--- src/rtl/bus_arbiter2_pkg.sv ---
// Shared types and constants for the two-requester round-robin arbiter.
package bus_arbiter2_pkg;

  typedef enum logic [1:0] {
    IDLE = 2'd0,
    OWN0 = 2'd1,
    OWN1 = 2'd2
  } state_t;

  localparam logic REQ0 = 1'b0;
  localparam logic REQ1 = 1'b1;

endpackage

--- src/rtl/mux2to1.sv ---
// Plain 2:1 payload multiplexer; switch=0 selects a, switch=1 selects b.
module mux2to1 #(
  parameter int SIZE = 16
) (
  input  logic [SIZE-1:0] a,
  input  logic [SIZE-1:0] b,
  input  logic            switch,
  output logic [SIZE-1:0] y
);

  assign y = switch ? b : a;

endmodule

--- src/rtl/bus_arbiter2.sv ---
// Round-robin arbiter sharing one SIZE-bit port between two requesters, with a beat quota.
// Grant 1 cycle after request, zero-bubble handoff; out_ready only gates beat counting.
module bus_arbiter2
  import bus_arbiter2_pkg::*;
#(
  parameter int SIZE     = 16,
  parameter int MAX_HOLD = 4
) (
  input  logic            clk,
  input  logic            rst_n,
  input  logic            req0,
  input  logic [SIZE-1:0] data0,
  input  logic            req1,
  input  logic [SIZE-1:0] data1,
  input  logic            out_ready,
  output logic            gnt0,
  output logic            gnt1,
  output logic            sel,
  output logic [SIZE-1:0] out_data,
  output logic            out_valid
);

  localparam int CW = $clog2(MAX_HOLD + 1);
  localparam logic [CW-1:0] LAST = CW'(MAX_HOLD - 1);

  state_t        state, state_nxt;
  logic [CW-1:0] cnt, cnt_nxt;
  logic          prio, prio_nxt;
  logic          sel_nxt;
  logic          beat;
  logic          owner_req, other_req, other_idx;
  logic          enter;
  logic          who;

  assign gnt0      = (state == OWN0);
  assign gnt1      = (state == OWN1);
  assign out_valid = (gnt0 & req0) | (gnt1 & req1);
  assign beat      = out_valid & out_ready;

  always_comb begin
    state_nxt = state;
    cnt_nxt   = cnt;
    prio_nxt  = prio;
    sel_nxt   = sel;
    enter     = 1'b0;
    who       = REQ0;
    owner_req = (state == OWN1) ? req1 : req0;
    other_req = (state == OWN1) ? req0 : req1;
    other_idx = (state == OWN1) ? REQ0 : REQ1;

    case (state)
      IDLE: begin
        if (req0 && (!req1 || prio == REQ0)) begin
          enter = 1'b1;
          who   = REQ0;
        end else if (req1) begin
          enter = 1'b1;
          who   = REQ1;
        end
      end
      OWN0, OWN1: begin
        if (!owner_req) begin
          if (other_req) begin
            enter = 1'b1;
            who   = other_idx;
          end else begin
            state_nxt = IDLE;
            cnt_nxt   = '0;
          end
        end else if (beat) begin
          // Quota reached: hand over if the other side waits, else start a fresh quota.
          if (cnt == LAST) begin
            cnt_nxt = '0;
            if (other_req) begin
              enter = 1'b1;
              who   = other_idx;
            end
          end else begin
            cnt_nxt = cnt + 1'b1;
          end
        end
      end
      default: begin
        state_nxt = IDLE;
        cnt_nxt   = '0;
      end
    endcase

    if (enter) begin
      state_nxt = (who == REQ1) ? OWN1 : OWN0;
      sel_nxt   = who;
      prio_nxt  = ~who;
      cnt_nxt   = '0;
    end
  end

  always_ff @(posedge clk) begin
    if (!rst_n) begin
      state <= IDLE;
      cnt   <= '0;
      prio  <= REQ0;
      sel   <= REQ0;
    end else begin
      state <= state_nxt;
      cnt   <= cnt_nxt;
      prio  <= prio_nxt;
      sel   <= sel_nxt;
    end
  end

  mux2to1 #(.SIZE(SIZE)) u_mux (
    .a      (data0),
    .b      (data1),
    .switch (sel),
    .y      (out_data)
  );

endmodule

--- config.mk ---
export PLATFORM = sky130hd
export DESIGN_NAME = bus_arbiter2
export DESIGN_NICKNAME = d
export VERILOG_FILES = /design/src/rtl/bus_arbiter2_pkg.sv /design/src/rtl/mux2to1.sv /design/src/rtl/bus_arbiter2.sv
export SDC_FILE = /design/constraint.sdc
export NUM_CORES = 1
export LEC_CHECK = 0
export CORE_ASPECT_RATIO = 0.8
export CORE_MARGIN = 1.5
export CORE_UTILIZATION = 35
export DETAILED_ROUTE_END_ITERATION = 8
export HOLD_SLACK_MARGIN = 0.02
export PLACE_DENSITY = 0.95
export SLEW_MARGIN = 5
export SYNTH_ARGS = -nofsm -noshare
export SYNTH_HDL_FRONTEND = slang
export SYNTH_SLANG_ARGS = --single-unit
--- constraint.sdc ---
create_clock -name clk -period 4.9 [get_ports clk]
set_input_delay 1.47 -clock clk [delete_from_list [all_inputs] [get_ports clk]]
set_output_delay 1.47 -clock clk [all_outputs]
set_load 0.02 [all_outputs]
# Word-level counts from Yosys, hierarchy flattened
# Index checks and enable logic that the tools add are counted.
# Widths: inputs -> output; s select.
# classes
add_sub_neg,1
mul,0
n_div,0
n_lt_le_gt_ge,0
n_eq_ne,8
shifts,0
mux,27
bitwise_logic,8
reduce_logical,8
# op_table
operator,count
$mux 16,1
$mux 1,14
$mux 3,4
$ne 3x3->1 const B,4
$mux 2,4
$pmux 3 s2,1
$reduce_and 3->1,2
$not 1->1,4
$pmux 1 s2,2
$pmux 2 s2,1
$reduce_or 2->1,2
$add 3x1->3 const B,1
$and 1x1->1,3
$eq 3x2->1 const B,1
$eq 2x1->1 const B,1
$eq 2x2->1 const B,1
$logic_not 2->1,1
$ne 2x2->1 const B,1
$logic_and 1x1->1,1
$logic_not 1->1,1
$logic_or 1x1->1,1
$or 1x1->1,1
# word_totals
reg_bits,7
latch_bits,0
mem_bits_rw,0
romBits,0
inputBits,37
word_cells,56
memories,0

# Longest topological paths before layout
# Gate-level depths: netlist of the first run.
# depth
ltp_word,9
depth_mapped,8
ltp_nobuf,7

# Hierarchy
# From an unflattened synthesis of the first run, not the netlist that was laid out.
# hier_totals
cells_unflattened,82
hier_area_um2,868.3
# modules_own_cells
mod,instances,cells_per_inst,area_per_inst_um2
bus_arbiter2,1,64,619.3
mux2to1,1,18,249.0

# Worst setup path after synthesis of the first run
# Ideal clock, no wire load.
# synth_path
path_kind,input to output
start,in req1
end,out out_valid
arrival_time_ns,1.896
slack_ns,1.534
cell_stages,2
n_path_buf,1
cell_sequence,buf_4 > a22o_2
# synth_via
elab_chain_cells,2
# synth_rtl
item,line_no,text
start: declaration,bus_arbiter2.sv:13,"input logic req1,"
$and 1x1->1,bus_arbiter2.sv:37,assign out_valid = (gnt0 & req0) | (gnt1 & req1);
$or 1x1->1,bus_arbiter2.sv:37,
end: declaration,bus_arbiter2.sv:20,output logic out_valid
# No other way between the ends.

# Worst setup path in the final report of the first run
# Ends and elaborated chain as after synthesis.

==> results of run 1 <==
==> worst max-delay path: cells and delay by family <==
| kind | cells | cell delay (ps) |
|---|---|---|
| buf+inv | 2 | 1250 |
| compound gates | 1 | 220 |
==> report_power, final <==
group | switching (mW) | internal, mW
Combinational | 0.168 | 0.172
Clock | 0.0225 | 0.0299
Sequential | 0.0196 | 0.0705
Total | 0.210 | 0.272
==> how the worst min path moves through the flow <==
stage | from | to | slack, ps | cells after the start
2_1_floorplan | cnt[2] | cnt[2] | 430 | 2
3_3_place_gp | cnt[2] | cnt[2] | 450 | 2
3_5_place_dp | cnt[2] | cnt[2] | 480 | 2
4_1_cts | cnt[2] | cnt[2] | 490 | 2
5_1_grt | cnt[2] | cnt[2] | 500 | 2
6_report | cnt[2] | cnt[2] | 490 | 2
==> flip-flops by register name, summed over array words and instances, names as in the netlist <==
signal,cells
sel,1
state,2
cnt,3
prio,1
==> routing by layer <==
| layer | part of all wire, % | up-vias |
|---|---|---|
| met2 | 55 | 28 |
| li1 | - | 398 |
| met5 | 0 | - |
| met4 | 2.3 | 0 |
| met1 | 39 | 371 |
| met3 | 3.5 | 9 |
==> cells by family (layout without fill, tap and decap cells) <==
group                    after synthesis  count (layout)
flip-flops                             7               7
buffers and inverters                 12              67
AND/OR/NAND/NOR                       20              20
AO/OA/AOI/OAI                         17              17
multiplexers                          18              18
adder cells (fa/ha/maj)                5               5
==> layout make-up <==
type                    count  area [um^2]  share of cell area (%)
clock buffers               3         22.5                    1.74
clock inverters             1         5.00                   0.387
inverters                   7         26.3                    2.03
multi-input cells          60          508                    39.3
flip-flops and latches      7          140                    10.8
well taps                  24         30.0                    2.32
repair buffers             56          561                    43.4
==> synthesized netlist by cell type, drive strengths merged, types with 3 or more instances <==
master	count	area, um^2
buf	4	31.3
dfxtp	7	140
ha	5	62.6
inv	7	26.3
mux2	16	180
nand2	3	11.3
nand3	3	15.0
nor2	5	18.8
==> through the flow <==
stage / hold slack [ps] / worst slack (ps)
2_1_floorplan: 433 / 1530
3_3_place_gp: 448 / 526
3_5_place_dp: 479 / 493
4_1_cts: 485 / 486
5_1_grt: 501 / 433
6_report: 495 / 475
==> flow_metrics.tcl, run 1 <==
set metrics [dict create \
    status "finished clean" \
    cts-resized-gates 0 \
    met2_usage_pct 41.0 \
    postCtsHoldBufs 0 \
    die_w_um 53.3 \
    synthArstFlopShare_pct 0 \
    place_hpwl_mm 2.11 \
    ys_warn_count 0 \
    worstMarginPinSlew_ps 748 \
    start_util_pct 37.5 \
    root_buffer "clkbuf_4" \
    placed_cells 154 \
    synth.distinct_cells 35 \
    nets 177 \
    start_kind "input pin" \
    slew_violations 0 \
    final_util_pct 68.3 \
    synthAdderAreaFrac_pct 8.82 \
    grt_pass1_vias 793 \
    h-tree-depth 1 \
    synthSimpleGateAreaFrac_pct 16.2 \
    crit_end "out_valid" \
    num-fill-cells 154 \
    wl_per_cell_um 15.9 \
    total_power_mw 0.482 \
    crit_start "req1" \
    max_stage_delay_ps 660 \
    rows 14 \
    grt.busiest_layer "met2" \
    area_delta_synth_final_pct 82.2 \
    crit_type "input pin to output port" \
    met3_usage_pct 4.58 \
    cp_cell_sequence "clkdlybuf4s50_1 -> a22o_2 -> clkdlybuf4s50_1" \
    ir_drop_mv 0.201 \
    setup_viol 0 \
    finalInstanceArea_um2 1290 \
    dieArea_um2 2310 \
    fin_setup_tns_ps 0 \
    gp_congestion 0.718 \
    synth_top_family_by_area "multiplexers" \
    synth-edff-count 0 \
    fin_crit_ps 4420 \
    drtAntennaViolNets 0 \
    track_usage_pct 22.6 \
    grt_pass1_wl_mm 3.59 \
    cp.arrival_ps 2950 \
    cts_sinks 7 \
    vias_per_cell 5.10 \
    ff2ff_path_depth 7 \
    postCtsSetupRepairBufs 0 \
    path_max_fanout 10 \
    post-route-drc-count 0 \
    cpMostUsedCell "clkdlybuf4s50_1" \
    r2r_end "state[1]" \
    yosys.area_share.xor_xnor_pct 0 \
    finalNonFillerCells 158 \
    antenna_found_initial 0 \
    netlist_instances 79 \
    hold_viol 0 \
    synth_seq_cells 7 \
    placed_area_um2 1260 \
    via_count 806 \
    clk_pin_slew_worst_paths_ps 50 \
    clk_latency_ps 250 \
    grt_max_degree 19 \
    hp-class "register to register" \
    insertedDiodeCount 0 \
    grt_setup_unrepaired "false" \
    cts_made_buffers 3 \
    die_h_um 43.3 \
    syn-cell-area_um2 709 \
    p_leak_nw 0.498 \
    clockBufferDepth 2 \
    global_route.usage.met1_pct 23.8 \
    io_pins 57 \
    relSlewSlack_pct 50.1 \
    drv_cap 0 \
    synth_flop_cell "dfxtp_1" \
    slowest_stage "clkdlybuf4s50_1" \
    final_cell_mix "clkdlybuf4s50_1, mux2_2, inv_1, dfxtp_1" \
    portBuffers 56 \
    drive_gt1_share_pct 17.9 \
    globalRouteOverflowTotal 0 \
    crit_required_ps 3430 \
    p_per_area_nw_per_um2 373 \
    worstReg2RegStart "state[0]" \
    drt-initial-drc-count 23 \
    finalWirelength_mm 2.51 \
    muxShareOfSynthArea_pct 28.2 \
    core_um2 1890 \
    syn_nets 121 \
    skew_ps 3.43 \
    ys_seq_area_share_pct 19.8 \
    avgSynthCellArea_um2 8.98 \
    first_pass_iters 4 \
    synth-compound-area-share_pct 18.3 \
    rrSetupSlack_ps 2970 \
    cts_tree "done" \
    endpoint_kind "output port" \
    clock.fmax_mhz 226 \
    mostFrequentLayoutCell "clkdlybuf4s50_1" \
    fin_crit_sh_pct 90.3 \
]
No activity file was read; power rests on OpenSTA's default activity.
==> run 2, diff against run 1 <==
- SETUP_SLACK_MARGIN: default -> 0.4
==> results of run 2 <==
Same layout as run 1: the final DEF is identical, and so are final timing and power.
